`src/rtl/uart_pkg.sv`:
```
// Shared UART types: the data byte and the transmit-buffer handshake states.
package uart_pkg;

  typedef logic [7:0] uart_data_t;

  typedef enum logic [1:0] {
    IDLE,
    SEND,
    WAIT_BUSY,
    WAIT_READY
  } uart_tx_fifo_state_t;

endpackage

```
`src/rtl/uart_sync_fifo.sv`:
```
// Generic synchronous byte FIFO with flush; head byte is visible on dout.
module uart_sync_fifo
  import uart_pkg::*;
#(
  parameter int unsigned DEPTH = 8
) (
  input  logic                     clk,
  input  logic                     rst,
  input  logic                     flush,
  input  logic                     push,
  input  logic                     pop,
  input  uart_data_t               din,
  output uart_data_t               dout,
  output logic                     full,
  output logic                     empty,
  output logic [$clog2(DEPTH):0]   level
);

  localparam int unsigned AW = $clog2(DEPTH);
  localparam logic [AW:0] LVL_FULL = (AW+1)'(DEPTH);

  uart_data_t      mem [DEPTH];
  logic [AW-1:0]   wr_ptr;
  logic [AW-1:0]   rd_ptr;
  logic            push_ok;
  logic            pop_ok;
  logic [AW:0]     level_next;

  always_comb begin
    push_ok    = push && !full && !flush;
    pop_ok     = pop && !empty;
    level_next = level;
    if (flush)
      level_next = '0;
    else if (push_ok && !pop_ok)
      level_next = level + (AW+1)'(1);
    else if (pop_ok && !push_ok)
      level_next = level - (AW+1)'(1);
  end

  always_ff @(posedge clk) begin
    if (push_ok)
      mem[wr_ptr] <= din;
  end

  // full/empty are registered alongside level so they never glitch on pointer math
  always_ff @(posedge clk) begin
    if (rst) begin
      wr_ptr <= '0;
      rd_ptr <= '0;
      level  <= '0;
      full   <= 1'b0;
      empty  <= 1'b1;
    end else begin
      if (flush) begin
        wr_ptr <= '0;
        rd_ptr <= '0;
      end else begin
        if (push_ok)
          wr_ptr <= wr_ptr + AW'(1);
        if (pop_ok)
          rd_ptr <= rd_ptr + AW'(1);
      end
      level <= level_next;
      full  <= (level_next == LVL_FULL);
      empty <= (level_next == '0);
    end
  end

  assign dout = mem[rd_ptr];

endmodule

```
`src/rtl/uart_tx_fifo.sv`:
```
// Transmit buffer in front of the UART core: queues host bytes and feeds
// them one per frame through the send / tx_data_ready handshake.
module uart_tx_fifo
  import uart_pkg::*;
#(
  parameter int unsigned DEPTH       = 8,
  parameter int unsigned ACK_TIMEOUT = 16
) (
  input  logic                     clk,
  input  logic                     rst,
  input  logic                     flush,
  input  uart_data_t               wr_data,
  input  logic                     wr_en,
  output logic                     full,
  output logic                     empty,
  output logic [$clog2(DEPTH):0]   level,
  output logic                     overflow,
  input  logic                     ovf_clr,
  output uart_data_t               tx_data,
  output logic                     send,
  input  logic                     tx_data_ready
);

  localparam int unsigned CW = $clog2(ACK_TIMEOUT + 1);
  localparam logic [CW-1:0] CNT_LAST = CW'(ACK_TIMEOUT - 1);

  uart_tx_fifo_state_t state;
  logic [CW-1:0]       cnt;
  logic                push;
  logic                pop;
  uart_data_t          head;

  assign push = wr_en && !flush;
  assign pop  = (state == IDLE) && !empty && tx_data_ready;

  uart_sync_fifo #(
    .DEPTH (DEPTH)
  ) u_fifo (
    .clk   (clk),
    .rst   (rst),
    .flush (flush),
    .push  (push),
    .pop   (pop),
    .din   (wr_data),
    .dout  (head),
    .full  (full),
    .empty (empty),
    .level (level)
  );

  // A write into a full FIFO is lost even if a pop frees a slot this cycle
  always_ff @(posedge clk) begin
    if (rst)
      overflow <= 1'b0;
    else if (wr_en && full && !flush)
      overflow <= 1'b1;
    else if (ovf_clr)
      overflow <= 1'b0;
  end

  always_ff @(posedge clk) begin
    if (rst) begin
      state   <= IDLE;
      cnt     <= '0;
      send    <= 1'b0;
      tx_data <= '0;
    end else begin
      case (state)
        IDLE: begin
          if (pop) begin
            tx_data <= head;
            send    <= 1'b1;
            state   <= SEND;
          end else begin
            tx_data <= '0;
            send    <= 1'b0;
          end
        end
        SEND: begin
          send    <= 1'b0;
          tx_data <= '0;
          cnt     <= '0;
          state   <= WAIT_BUSY;
        end
        // A UART that never drops ready is assumed to have taken the byte
        WAIT_BUSY: begin
          if (!tx_data_ready || cnt == CNT_LAST)
            state <= WAIT_READY;
          else
            cnt <= cnt + CW'(1);
        end
        WAIT_READY: begin
          if (tx_data_ready)
            state <= IDLE;
        end
        default: state <= IDLE;
      endcase
    end
  end

endmodule

```
`config.mk`:
```
export PLATFORM = sky130hd
export DESIGN_NAME = uart_tx_fifo
export DESIGN_NICKNAME = d
export VERILOG_FILES = /design/src/rtl/uart_pkg.sv /design/src/rtl/uart_sync_fifo.sv /design/src/rtl/uart_tx_fifo.sv
export SDC_FILE = /design/constraint.sdc
export NUM_CORES = 1
export LEC_CHECK = 0
export ABC_AREA = 0
export CAP_MARGIN = 10
export CELL_PAD_IN_SITES_DETAIL_PLACEMENT = 1
export CELL_PAD_IN_SITES_GLOBAL_PLACEMENT = 2
export CORE_UTILIZATION = 42
export DETAILED_ROUTE_END_ITERATION = 8
export HOLD_SLACK_MARGIN = 0.08
export PLACE_DENSITY_LB_ADDON = 0.1
export SYNTH_ARGS = -nofsm -noshare
export SYNTH_HDL_FRONTEND = slang
export SYNTH_HIERARCHICAL = 1
export SYNTH_SLANG_ARGS = --single-unit
```
`constraint.sdc`:
```
create_clock -name clk -period 3.5 [get_ports clk]
set_clock_uncertainty 0.1 [all_clocks]
set_input_delay 0.7 -clock clk [delete_from_list [all_inputs] [get_ports clk]]
set_output_delay 0.7 -clock clk [all_outputs]
set_load 0.05 [all_outputs]
```
# Word level (Yosys, flattened, before mapping)
# Memory sizes are Yosys's and may differ from the RTL's. A register that Yosys moved wholly into a read port is not among the register bits.
# Cells that the tools add are included.
# totals
register_bits	29
mem_bits_rw	64
n_memories	1
# mem_list
name	words	word_bits	read_ports	rd_ports_with_merged_regs	wr	line_no	text
u_fifo.mem	8	8	1	1	1	uart_sync_fifo.sv:22	uart_data_t mem [DEPTH];
# classes
n_reduce_logical	25
muxes	19
n_eq_ne	9
add_sub_neg	5
# ops
op	count
$pmux 8 s2	1
$mux 4	3
$logic_and 1x1->1	10
$pmux 5 s2	1
$mux 8	1
$pmux 2 s4	1
$add 3x1->3 const B	2
$logic_not 1->1	6
$mux 2	3
$mux 3	2
$ne 2x2->1 const B	3
$reduce_bool 2->1	3
$add 5x1->5 const B	1
$eq 5x4->1 const B	1
$mux 1	5
$mux 5	1
$add 4x1->4 const B	1
$eq 2x2->1 const B	2
$eq 4x4->1 const B	1
$logic_not 4->1	1
$sub 4x1->4 const B	1
$reduce_and 3->1	1
$eq 2x1->1 const B	1
$logic_not 2->1	1
5 further kinds	5

# Logic depth before layout (Yosys ltp)
# logic_depth
ltp_word	10
mapped_depth	10

# By module
# Netlist, hierarchy kept.
# modules_own_cells
mod	area_each_um2	seq_area_each_um2	cells_each	n_inst
uart_sync_fifo	3176.8	2222.1	181	1
uart_tx_fifo	835.8	340.3	90	1

# Worst setup path before layout
# Ideal clock, no wire load.
# synth_path
kind	input to register
startpoint	input port wr_en
endpoint	memory u_fifo/mem[0][0] (netlist name), enable pin
path_slack_ns	0.806
t_required_ns	3.005
arrival_time_ns	2.199
cell_stages	4
path_buffers	1
path_cell_list	nor2b_1 or3b_1 buf_6 nor4_1
# synth_between
elab_chain_len	5
# synth_lines
element	line_no	text
start, declared	uart_tx_fifo.sv:13	input logic wr_en,
$logic_and 1x1->1	uart_tx_fifo.sv:33	assign push = wr_en && !flush;
$logic_and 1x1->1 (2 in a row)	uart_sync_fifo.sv:30	push_ok = push && !full && !flush;
$mux 1	uart_sync_fifo.sv:42	if (push_ok)
$mux 1 (not written as such)	uart_sync_fifo.sv:43	mem[wr_ptr] <= din;
end, declared	uart_sync_fifo.sv:22	
# Every way passes these cells.

# Worst setup path in the final report
# layout_path
startpoint	input port flush
endpoint	register u_fifo.empty
# layout_between
elab_chain_len	10
word_cells_on_any_way	11
# layout_lines
element	line_no	text
start, declared	uart_tx_fifo.sv:11	input logic flush,
$logic_not 1->1 (*)	uart_tx_fifo.sv:33	
$logic_and 1x1->1 (*)	uart_tx_fifo.sv:33	
via push	uart_tx_fifo.sv:29	logic push;
$logic_and 1x1->1 (*) (2 in a row)	uart_sync_fifo.sv:30	
$logic_not 1->1	uart_sync_fifo.sv:37	else if (pop_ok && !push_ok)
$logic_and 1x1->1	uart_sync_fifo.sv:37	
$mux 4	uart_sync_fifo.sv:37	
$mux 4 (*)	uart_sync_fifo.sv:35	else if (push_ok && !pop_ok)
$mux 4 (*)	uart_sync_fifo.sv:33	if (flush)
$logic_not 4->1 (*)	uart_sync_fifo.sv:66	empty <= (level_next == '0);
end signal, assigned	uart_sync_fifo.sv:66	
end, declared	uart_sync_fifo.sv:15	output logic empty,
# Mark *: on every way through the listed nets, which the timed path passes. The rest lies on a longest branch.
# A chain may end at the register's enable or synchronous reset.

==> flow_summary.ini <==
[sta]
min_period_ns = 2.571
rsz0062_at_grt = false
tightest_slew_ns = 0.8406
fin_setup_tns_ns = 0
hold_violations = 0
max-slew-margin-rel_pct = 43.88
hold_slack_ns = 0.3878
finalCritPeriodShare_pct = 73.47
max_freq_ghz = 0.3889
setup_violations = 0
slew_violations = 0

[synth]
yosysTopAreaCell = edfxtp_1
syn_inst = 271
yosys_warnings = 6
yosysSeqAreaShare_pct = 63.86
syn-num-nets = 296
syn_avg_cell_area_um2 = 14.81
synth-edff-count = 64
synth-main-ff-cell = edfxtp_1
ys_top_cells_by_area = edfxtp_1 48%, dfxtp_1 16%, mux4_2 9.0%
synth_cell_types = 46
yosysTopAreaCellShare_pct = 47.90
mappedNetlistArea_um2 = 4013
synthArstFlopShare_pct = 0
synth-seq-cells = 96

[setup_path]
r2r-start = state[0]
critPathRequiredTime_ns = 3.67
crit_buf_inv = 1
cp_max_fo = 7
critPathLaunchType = input port
slowest_stage = clkdlybuf4s50_1
path_cells = clkdlybuf4s50_1 -> nor2b_1 -> nor3b_2 -> nor2_1 -> a22o_1 -> xor2_1 -> o31ai_1
critical_path.top_delay_family = simple AND/OR/NAND/NOR gates
critPathLaunch = flush
regToRegSetupSlack_ns = 1.15
max_stage_delay_ns = 0.53
end_kind = flop
path_class = in2reg
arrival_ns = 2.74

[floorplanning]
rows = 35
die_area_um2 = 9949
ios = 30
die_x_um = 99.75
core_um2 = 9240
initial_core_util_pct = 43.43
die_h_um = 99.75

[power_and_ir_drop]
power_leakage_uw = 0.001530
vdd_ir_drop_max_uv = 197.0
p_total_uw = 2098
p_per_area_nw_per_um2 = 450.6

[routing]
maxUsedRoutingLayer = met4
wl_met1_um = 4032
post-route-drc-count = 0
viasPerCell = 5.126
wl_per_cell_um = 17.82
num_vias = 2276
drtAntennaViolNets = 0
met3_length_um = 142
drt_iter0_drc = 85
dr.pass1.iters = 4
drt-total-wl_um = 7912
dr_wl_met2_um = 3640

[cells_and_area]
insertedDiodeCount = 0
fin_nets = 335
synthToLayoutAreaGrowth_pct = 16.03
drive_gt1_share_pct = 18.41
seq_area_um2 = 2562
post-route-util_pct = 50.39
stdcell_area_um2 = 4656
fillers = 927
multi_input_area_um2 = 1345

[grt]
grt_max_degree = 21
track_usage_pct = 17.64
grt_first_pass_wirelength_um = 12970
antenna_found_initial = 0
grt_pass1_vias = 2366
overflow = 0

[job]
maxCapViolCount = 0

[clocking]
cts_root_buf = clkbuf_8
cts_max_path_buffers = 2
hold_buffers = 0
clkTransAtPathRegs_ns = 0.10
cts_buffers = 9
postCtsSetupBuffers = 0
htreeDepth = 3
cts.repair.resized = 0
cts_sinks = 96
tritoncts = built
clkLatencyLatePin_ns = 0.36

[placed_design]
dp_hpwl_um = 5257
placed_area_um2 = 4468
io_buffers = 29
gp_congestion = 0.7445

[run_status]
status = complete, no violations

[min_path]
hold_path_class = reg2reg
min-delay-start = cnt[4]
## cells in the mapped netlist (all sizes together) (2+ instances only)
cell type	count
a211oi	3
dfxtp	32
or2b	2
xnor2	5
nor2	27
buf	7
and2	2
clkbuf	4
nor3	8
a21oi	7
mux2i	2
a22oi	8
xor2	3
mux4	16
a2111oi	2
nand2	13
edfxtp	64
ha	11
nand2b	9
nor2b	5
nand3	5
inv	7
a311oi	2
mux2	8
and3	2
a221oi	2
nor4	2
## path summary, 6_finish.rpt
check / depth (start not counted) / end
max: 7 / u_fifo/empty
min: 2 / cnt[4]
max reg2reg: 9 / u_fifo/empty
min reg2reg: 2 / cnt[4]
## metal layers
metal,vias to the layer above,global-route usage (%)
li1,1096,-
met1,1141,26.07
met2,31,26.21
met3,8,2.530
met4,0,7.127
met5,-,0
## cell usage in the layout (no fill, tap or decap), types with 8 or more instances in the layout
cell type / n
a22oi_1: 8
buf_4: 11
clkbuf_8: 9
clkdlybuf4s50_1: 29
dfxtp_1: 32
edfxtp_1: 64
ha_1: 11
mux2_2: 8
mux4_2: 16
nand2_1: 13
nand2b_1: 9
nor2_1: 27
nor3_1: 8
## stage by stage
| stage | instances | setup slack (ns) |
|---|---|---|
| 2_1_floorplan | 271 | 0.8061 |
| 3_3_place_gp | 428 | 0.6300 |
| 3_5_place_dp | 428 | 0.5555 |
| 4_1_cts | 444 | 0.9204 |
| 5_1_grt | 444 | 0.6845 |
| 6_report | 444 | 0.9286 |
## registers in the layout (all words and copies together), names as in the netlist, named ones only
signal	count
cnt	5
overflow	1
u_fifo/full	1
u_fifo/mem	64
tx_data	8
u_fifo/empty	1
u_fifo/wr_ptr	3
send	1
state	2
u_fifo/rd_ptr	3
u_fifo/level	4
## worst min-delay path, stage by stage (launching register included)
cell and delay [ns]:
dfxtp_1 0.33, nand3_1 0.07, a21oi_1 0.06
## logic make-up (layout without fill, tap and decap cells)
| kind of cell | count (synthesis) | count (layout) | share of synthesized area, % |
|---|---|---|---|
| DFF | 96 | 96 | 63.86 |
| and+or+nand+nor | 81 | 81 | 10.70 |
| AOI/OAI and AO/OA | 30 | 30 | 5.925 |
| muxes | 26 | 26 | 11.72 |
| buffers and inverters | 19 | 63 | 2.619 |
| adders and majority gates | 11 | 11 | 3.430 |
| xor gates and xnor gates | 8 | 8 | 1.746 |
## cell type report
| type | count | area share (%) |
|---|---|---|
| clock buffers | 9 | 2.661 |
| repair buffers | 40 | 8.009 |
| flip-flops and latches | 96 | 55.04 |
| clock inverters | 7 | 1.371 |
| well taps | 129 | 3.467 |
| multi-input cells | 156 | 28.89 |
| inverters | 7 | 0.5644 |
## power by group
| part | internal, µW | switching, µW | total (µW) |
|---|---|---|---|
| Combinational | 66.6 | 104 | 170 |
| Clock | 276 | 421 | 698 |
| Sequential | 1220 | 11.8 | 1230 |
| Total | 1560 | 537 | 2100 |
No activity file was read; power rests on OpenSTA's default activity.
